File: src/rtl/wasm_run_monitor.sv
// Run supervisor for WASM_TOP: counts RUN cycles from a start pulse to instruction finish,
// enforces a watchdog, captures the first error snapshot and keeps sticky end-of-run status.
module wasm_run_monitor #(
    parameter int CNT_W          = 32,
    parameter int TIMEOUT_CYCLES = 500,
    parameter int NUM_ERR        = 3,
    parameter int RUN_CNT_W      = 8,
    localparam int IDX_W         = (NUM_ERR > 1) ? $clog2(NUM_ERR) : 1
) (
    input  logic                 i_clk,
    input  logic                 i_rst_n,
    input  logic                 i_start,
    input  logic                 i_clear,
    input  logic                 i_instr_finish,
    input  logic [NUM_ERR-1:0]   i_err,
    output logic [2:0]           o_state,
    output logic                 o_busy,
    output logic                 o_done,
    output logic                 o_halt_req,
    output logic [CNT_W-1:0]     o_cycle_cnt,
    output logic [NUM_ERR-1:0]   o_err_vec,
    output logic [IDX_W-1:0]     o_err_idx,
    output logic [RUN_CNT_W-1:0] o_run_cnt
);

    typedef enum logic [2:0] {
        ST_IDLE    = 3'd0,
        ST_RUN     = 3'd1,
        ST_DONE    = 3'd2,
        ST_FAULT   = 3'd3,
        ST_TIMEOUT = 3'd4
    } state_t;

    localparam logic [CNT_W-1:0] TIMEOUT_LAST = CNT_W'(TIMEOUT_CYCLES - 1);
    localparam logic [CNT_W-1:0] CNT_MAX      = {CNT_W{1'b1}};
    localparam bit               WDOG_EN      = (TIMEOUT_CYCLES != 0);

    // Reject parameter sets the hardware cannot honour.
    if (NUM_ERR < 1) begin : g_bad_num_err
        $error("wasm_run_monitor: NUM_ERR must be at least 1");
    end
    if ((TIMEOUT_CYCLES < 0) || ((CNT_W < 31) && (TIMEOUT_CYCLES > ((2 ** CNT_W) - 1)))) begin : g_bad_timeout
        $error("wasm_run_monitor: TIMEOUT_CYCLES not representable in CNT_W bits");
    end

    state_t               state_r;
    logic [2:0]           flags_r;
    logic [CNT_W-1:0]     cnt_r;
    logic [NUM_ERR-1:0]   err_vec_r;
    logic [IDX_W-1:0]     err_idx_r;
    logic [RUN_CNT_W-1:0] run_cnt_r;

    function automatic logic [IDX_W-1:0] lowest_idx(input logic [NUM_ERR-1:0] v);
        lowest_idx = {IDX_W{1'b0}};
        for (int i = NUM_ERR - 1; i >= 0; i--) begin
            if (v[i]) begin
                lowest_idx = IDX_W'(i);
            end
        end
    endfunction

    // {busy, done, halt_req} for a given state, registered alongside the state itself.
    function automatic logic [2:0] state_flags(input state_t s);
        case (s)
            ST_RUN:     state_flags = 3'b100;
            ST_DONE:    state_flags = 3'b010;
            ST_FAULT:   state_flags = 3'b001;
            ST_TIMEOUT: state_flags = 3'b001;
            default:    state_flags = 3'b000;
        endcase
    endfunction

    // Run supervisor FSM with counters and error capture.
    always_ff @(posedge i_clk or negedge i_rst_n) begin
        if (!i_rst_n) begin
            state_r   <= ST_IDLE;
            flags_r   <= 3'b000;
            cnt_r     <= {CNT_W{1'b0}};
            err_vec_r <= {NUM_ERR{1'b0}};
            err_idx_r <= {IDX_W{1'b0}};
            run_cnt_r <= {RUN_CNT_W{1'b0}};
        end else begin
            case (state_r)
                ST_IDLE: begin
                    if (!i_clear && i_start) begin
                        state_r <= ST_RUN;
                        flags_r <= state_flags(ST_RUN);
                        cnt_r   <= {CNT_W{1'b0}};
                    end
                end
                ST_RUN: begin
                    if (i_clear) begin
                        state_r <= ST_IDLE;
                        flags_r <= state_flags(ST_IDLE);
                        cnt_r   <= {CNT_W{1'b0}};
                    end else if (|i_err) begin
                        state_r   <= ST_FAULT;
                        flags_r   <= state_flags(ST_FAULT);
                        err_vec_r <= i_err;
                        err_idx_r <= lowest_idx(i_err);
                        run_cnt_r <= run_cnt_r + RUN_CNT_W'(1);
                    end else if (i_instr_finish) begin
                        state_r   <= ST_DONE;
                        flags_r   <= state_flags(ST_DONE);
                        run_cnt_r <= run_cnt_r + RUN_CNT_W'(1);
                    end else if (WDOG_EN && (cnt_r == TIMEOUT_LAST)) begin
                        state_r   <= ST_TIMEOUT;
                        flags_r   <= state_flags(ST_TIMEOUT);
                        run_cnt_r <= run_cnt_r + RUN_CNT_W'(1);
                    end else if (cnt_r != CNT_MAX) begin
                        cnt_r <= cnt_r + CNT_W'(1);
                    end
                end
                ST_DONE, ST_FAULT, ST_TIMEOUT: begin
                    if (i_clear) begin
                        state_r   <= ST_IDLE;
                        flags_r   <= state_flags(ST_IDLE);
                        cnt_r     <= {CNT_W{1'b0}};
                        err_vec_r <= {NUM_ERR{1'b0}};
                        err_idx_r <= {IDX_W{1'b0}};
                    end
                end
                default: begin
                    state_r   <= ST_IDLE;
                    flags_r   <= 3'b000;
                    cnt_r     <= {CNT_W{1'b0}};
                    err_vec_r <= {NUM_ERR{1'b0}};
                    err_idx_r <= {IDX_W{1'b0}};
                end
            endcase
        end
    end

    assign o_state     = state_r;
    assign o_busy      = flags_r[2];
    assign o_done      = flags_r[1];
    assign o_halt_req  = flags_r[0];
    assign o_cycle_cnt = cnt_r;
    assign o_err_vec   = err_vec_r;
    assign o_err_idx   = err_idx_r;
    assign o_run_cnt   = run_cnt_r;

endmodule

File: config.mk
export PLATFORM = sky130hd
export DESIGN_NAME = wasm_run_monitor
export DESIGN_NICKNAME = d
export VERILOG_FILES = /design/src/rtl/wasm_run_monitor.sv
export SDC_FILE = /design/constraint.sdc
export NUM_CORES = 1
export LEC_CHECK = 0
export CORE_MARGIN = 5
export CORE_UTILIZATION = 57
export CTS_BUF_LIST = sky130_fd_sc_hd__clkbuf_2
export CTS_CLUSTER_SIZE = 40
export DETAILED_ROUTE_END_ITERATION = 10
export PLACE_DENSITY = 0.86
export SKIP_LAST_GASP = 1
export SYNTH_ARGS = -nofsm -noshare
export SYNTH_HDL_FRONTEND = slang
export SYNTH_SLANG_ARGS = --single-unit
File: constraint.sdc
create_clock -name i_clk -period 3.4 [get_ports i_clk]
set_clock_uncertainty 0.05 [all_clocks]
set_input_delay 0.51 -clock i_clk [delete_from_list [all_inputs] [get_ports i_clk]]
set_output_delay 0.51 -clock i_clk [all_outputs]
set_load 0.03 [all_outputs]
==> results.md <==
* Synth-to-Final Area Change at 22.76%
* HPWL Detailed at 5.539 mm
* GRT Residual Overflow at 0
* Clk slew on worst S/H paths at 0.29 ns
* Sequential share of the synthesized area at 44.06%
* Vias at 2877
* ANT nets after route at 0
* Initial Util at 57.82%
* Prevailing post-synth register cell: dfrtp_1
* CTS sink cnt at 51
* Largest stage delay, worst path at 0.51 ns
* PostCTS Resize Cnt at 0
* Tcrit/Tclk final at 84.85%
* Die W at 81.29 um
* Nets at 381
* WL met2 at 3.792 mm
* HP Class: in2async
* Critical path startpoint category: flip-flop
* CTS H-tree depth at 2
* Max Slew Vio Count at 0
* Last weighted congestion value of the routability-driven placer at 0.9583
* Final setup fails at 0
* Tot GR Track Use at 25.21%
* #FFs+latches synth at 51
* RR Endpoint: o_cycle_cnt[9]$_DFFE_PN0P_
* Initial drt markers at 274
* Delay-heaviest family, CP: simple AND/OR/NAND/NOR gates
* Number of cell rows at 26
* Critical Path RT at 3.71 ns
* Leak Pwr at 1.374 nW
* Final Instance Area at 0.003556 mm2
* Syn Area/Cell at 9.023 um2
* R2R setup slack at 0.51 ns
* Syn nets at 331
* DRC violations left at 0
* Vias in the first global route at 2606
* Peak supply drop at 0.0004159 V
* Synthesized area at 0.002897 mm2
* Final TNS setup at 0 ns
* RSZ-0062 raised after global routing: no
* Crit path max fanout at 15
* Bufs and invs on worst path at 0
* First-pass DRT Iterations at 7
* Fin. Hold Viols at 0
* Cells along the critical path: ha_1, nor4b_1, and4_1, nand4_2, and2_1, nand2_1, o311ai_0
* DR vias/cell at 6.509
* Critical path class: reg2reg
* R2r worst-path depth at 7
* First-pass GRT wire length at 12.94 mm
* Worst Tran Pin Value at 1.150 ns
* Final worst path period need at 2.885 ns
* Yosys warns at 0
* Slew Limit Headroom at 23.32%
* Top layer in use: met4
* CTS Buf Count at 5
* PD cells at 486.3 mW/mm2
* Largest net degree at the start of global routing at 52
* Crit. End Element: flip-flop
* Synth cell types at 49
* Setup Buffers After CTS at 0
* Crit-path slowest cell: dfrtp_1
* Top-Level Pins at 59
* Routed length on met3 at 728 um
* Max Clk Rate at 346.6 MHz
* Port bufs at 58
* Post-synth EDFFs at 0
* Maxcap violations at 0
* Ratio of cells with drive above 1 in the final layout at 7.527%
* WL met1 at 3.374 mm
* Initial antenna violation count at 0
* Die Footprint at 0.006607 mm2
* Antenna cell count at 0
* Reg2reg start: o_cycle_cnt[0]$_DFFE_PN0P_
* CTS tree: yes
* Clk Latency, worst-skew pair at 0.47 ns
* Root buf cell: clkbuf_2
* WL per Instance at 18.12 um
* Height of the die at 81.29 um
* Asr flop ratio synth at 100.0%
* # hold bufs at CTS at 0
* Post-synthesis instance total at 321
* Post-Route WL at 8.011 mm
* Placed inst area at 0.003507 mm2
* Worst Path Arrival at 3.20 ns
* Outcome: completed
* CORE AREA at 0.005010 mm2
* Longest Clk Path Bufs at 2
metrics by stage:
stage | total power, mW | utilization [%] | worst slack, ns | std cells | hold slack [ns]
3_3_place_gp | 1.456 | 70.01 | 0.7030 | 434 | 0.4109
6_report | 1.729 | 70.98 | 0.5149 | 442 | 0.1727
2_1_floorplan | 1.205 | - | 1.074 | 321 | 0.1644
4_1_cts | 1.733 | 70.98 | 0.5670 | 442 | 0.1886
3_5_place_dp | 1.468 | 70.01 | 0.6382 | 434 | 0.4195
5_1_grt | 1.822 | 70.98 | 0.3201 | 442 | 0.2247
cell families after synthesis:
family          share of synthesized area, %
simple gates                           25.01
compound gates                         21.99
flops                                  44.06
buf+inv                                3.715
xor+xnor                               2.117
mux                                    2.246
fa+ha+maj                             0.8638
flip-flops by register name, summed over array words and instances, names as in the netlist:
register	count
o_cycle_cnt	32
o_err_vec	3
o_err_idx	2
flags_r	3
o_run_cnt	8
o_state	3
how the worst max path moves through the flow:
stage / from / endpoint / slack [ns] / cells past startpoint
after floorplan: o_cycle_cnt[4]$_DFFE_PN0P_ / o_cycle_cnt[30]$_DFFE_PN0P_ / 1.07 / 8
after global placement: i_clear / o_cycle_cnt[9]$_DFFE_PN0P_ / 0.70 / 6
after detailed placement: i_err[0] / o_cycle_cnt[9]$_DFFE_PN0P_ / 0.64 / 5
after CTS: o_cycle_cnt[0]$_DFFE_PN0P_ / o_cycle_cnt[9]$_DFFE_PN0P_ / 0.57 / 7
after global routing: o_cycle_cnt[0]$_DFFE_PN0P_ / o_cycle_cnt[9]$_DFFE_PN0P_ / 0.32 / 7
final: o_cycle_cnt[0]$_DFFE_PN0P_ / o_cycle_cnt[9]$_DFFE_PN0P_ / 0.51 / 7
layout make-up:
type | count | area [um2]
repair buffers | 63 | 613.1
fillers | 411 | 1454
clock buffers | 5 | 25.02
inverters | 3 | 11.26
flip-flops and latches | 51 | 1276
multi-input cells | 247 | 1519
clock inverters | 3 | 23.77
well taps | 70 | 87.58
cells in the final DEF, fill, tap and decap left out, drive strengths merged, types with 3 or more instances in the layout:
master / count
nand4: 15
a21oi: 10
a21o: 3
xnor2: 5
and3: 6
dfrtp: 51
nor4: 9
nand3: 12
buf: 6
mux2: 4
inv: 4
and4: 7
nor2: 20
nand2: 34
o31ai: 7
a41oi: 6
o21ai: 42
clkbuf: 5
o41ai: 4
or4: 3
a31oi: 20
nor3: 9
nand2b: 5
and2: 4
clkdlybuf4s50: 57
where the power goes:
group	internal (mW)	leakage, nW	switching, mW
Sequential	0.680	0.697	0.0776
Combinational	0.269	0.651	0.437
Clock	0.0527	0.0256	0.213
Total	1.00	1.37	0.728
metal layers:
layer  track usage, %  vias to the layer above
li1                 -                     1326
met1            34.94                     1371
met2            38.93                      164
met3            6.874                       16
met4            6.588                        0
met5                0                        -
synth_stat cells, types with 3 or more instances:
cell type,count,area share (%)
xnor2_1,5,1.5
o31ai_1,7,1.8
a41oi_1,6,1.8
nand2b_1,5,1.1
nand2_1,34,4.4
and3_1,6,1.3
o21ai_0,39,6.7
a31oi_1,20,4.3
dfrtp_1,51,44
nand3_1,12,2.1
and2_1,4,0.86
nand4_1,13,2.8
a21oi_1,9,1.6
o21ai_1,3,0.52
or4_1,3,0.78
buf_2,3,0.52
a21o_1,3,0.78
and4_1,7,2.1
nor4_1,9,1.9
nor2_1,20,2.6
inv_1,3,0.39
mux2_2,4,1.6
o41ai_1,4,1.2
clkbuf_1,13,1.7
nor3_1,6,1.0
No activity file was read; power rests on OpenSTA's default activity.
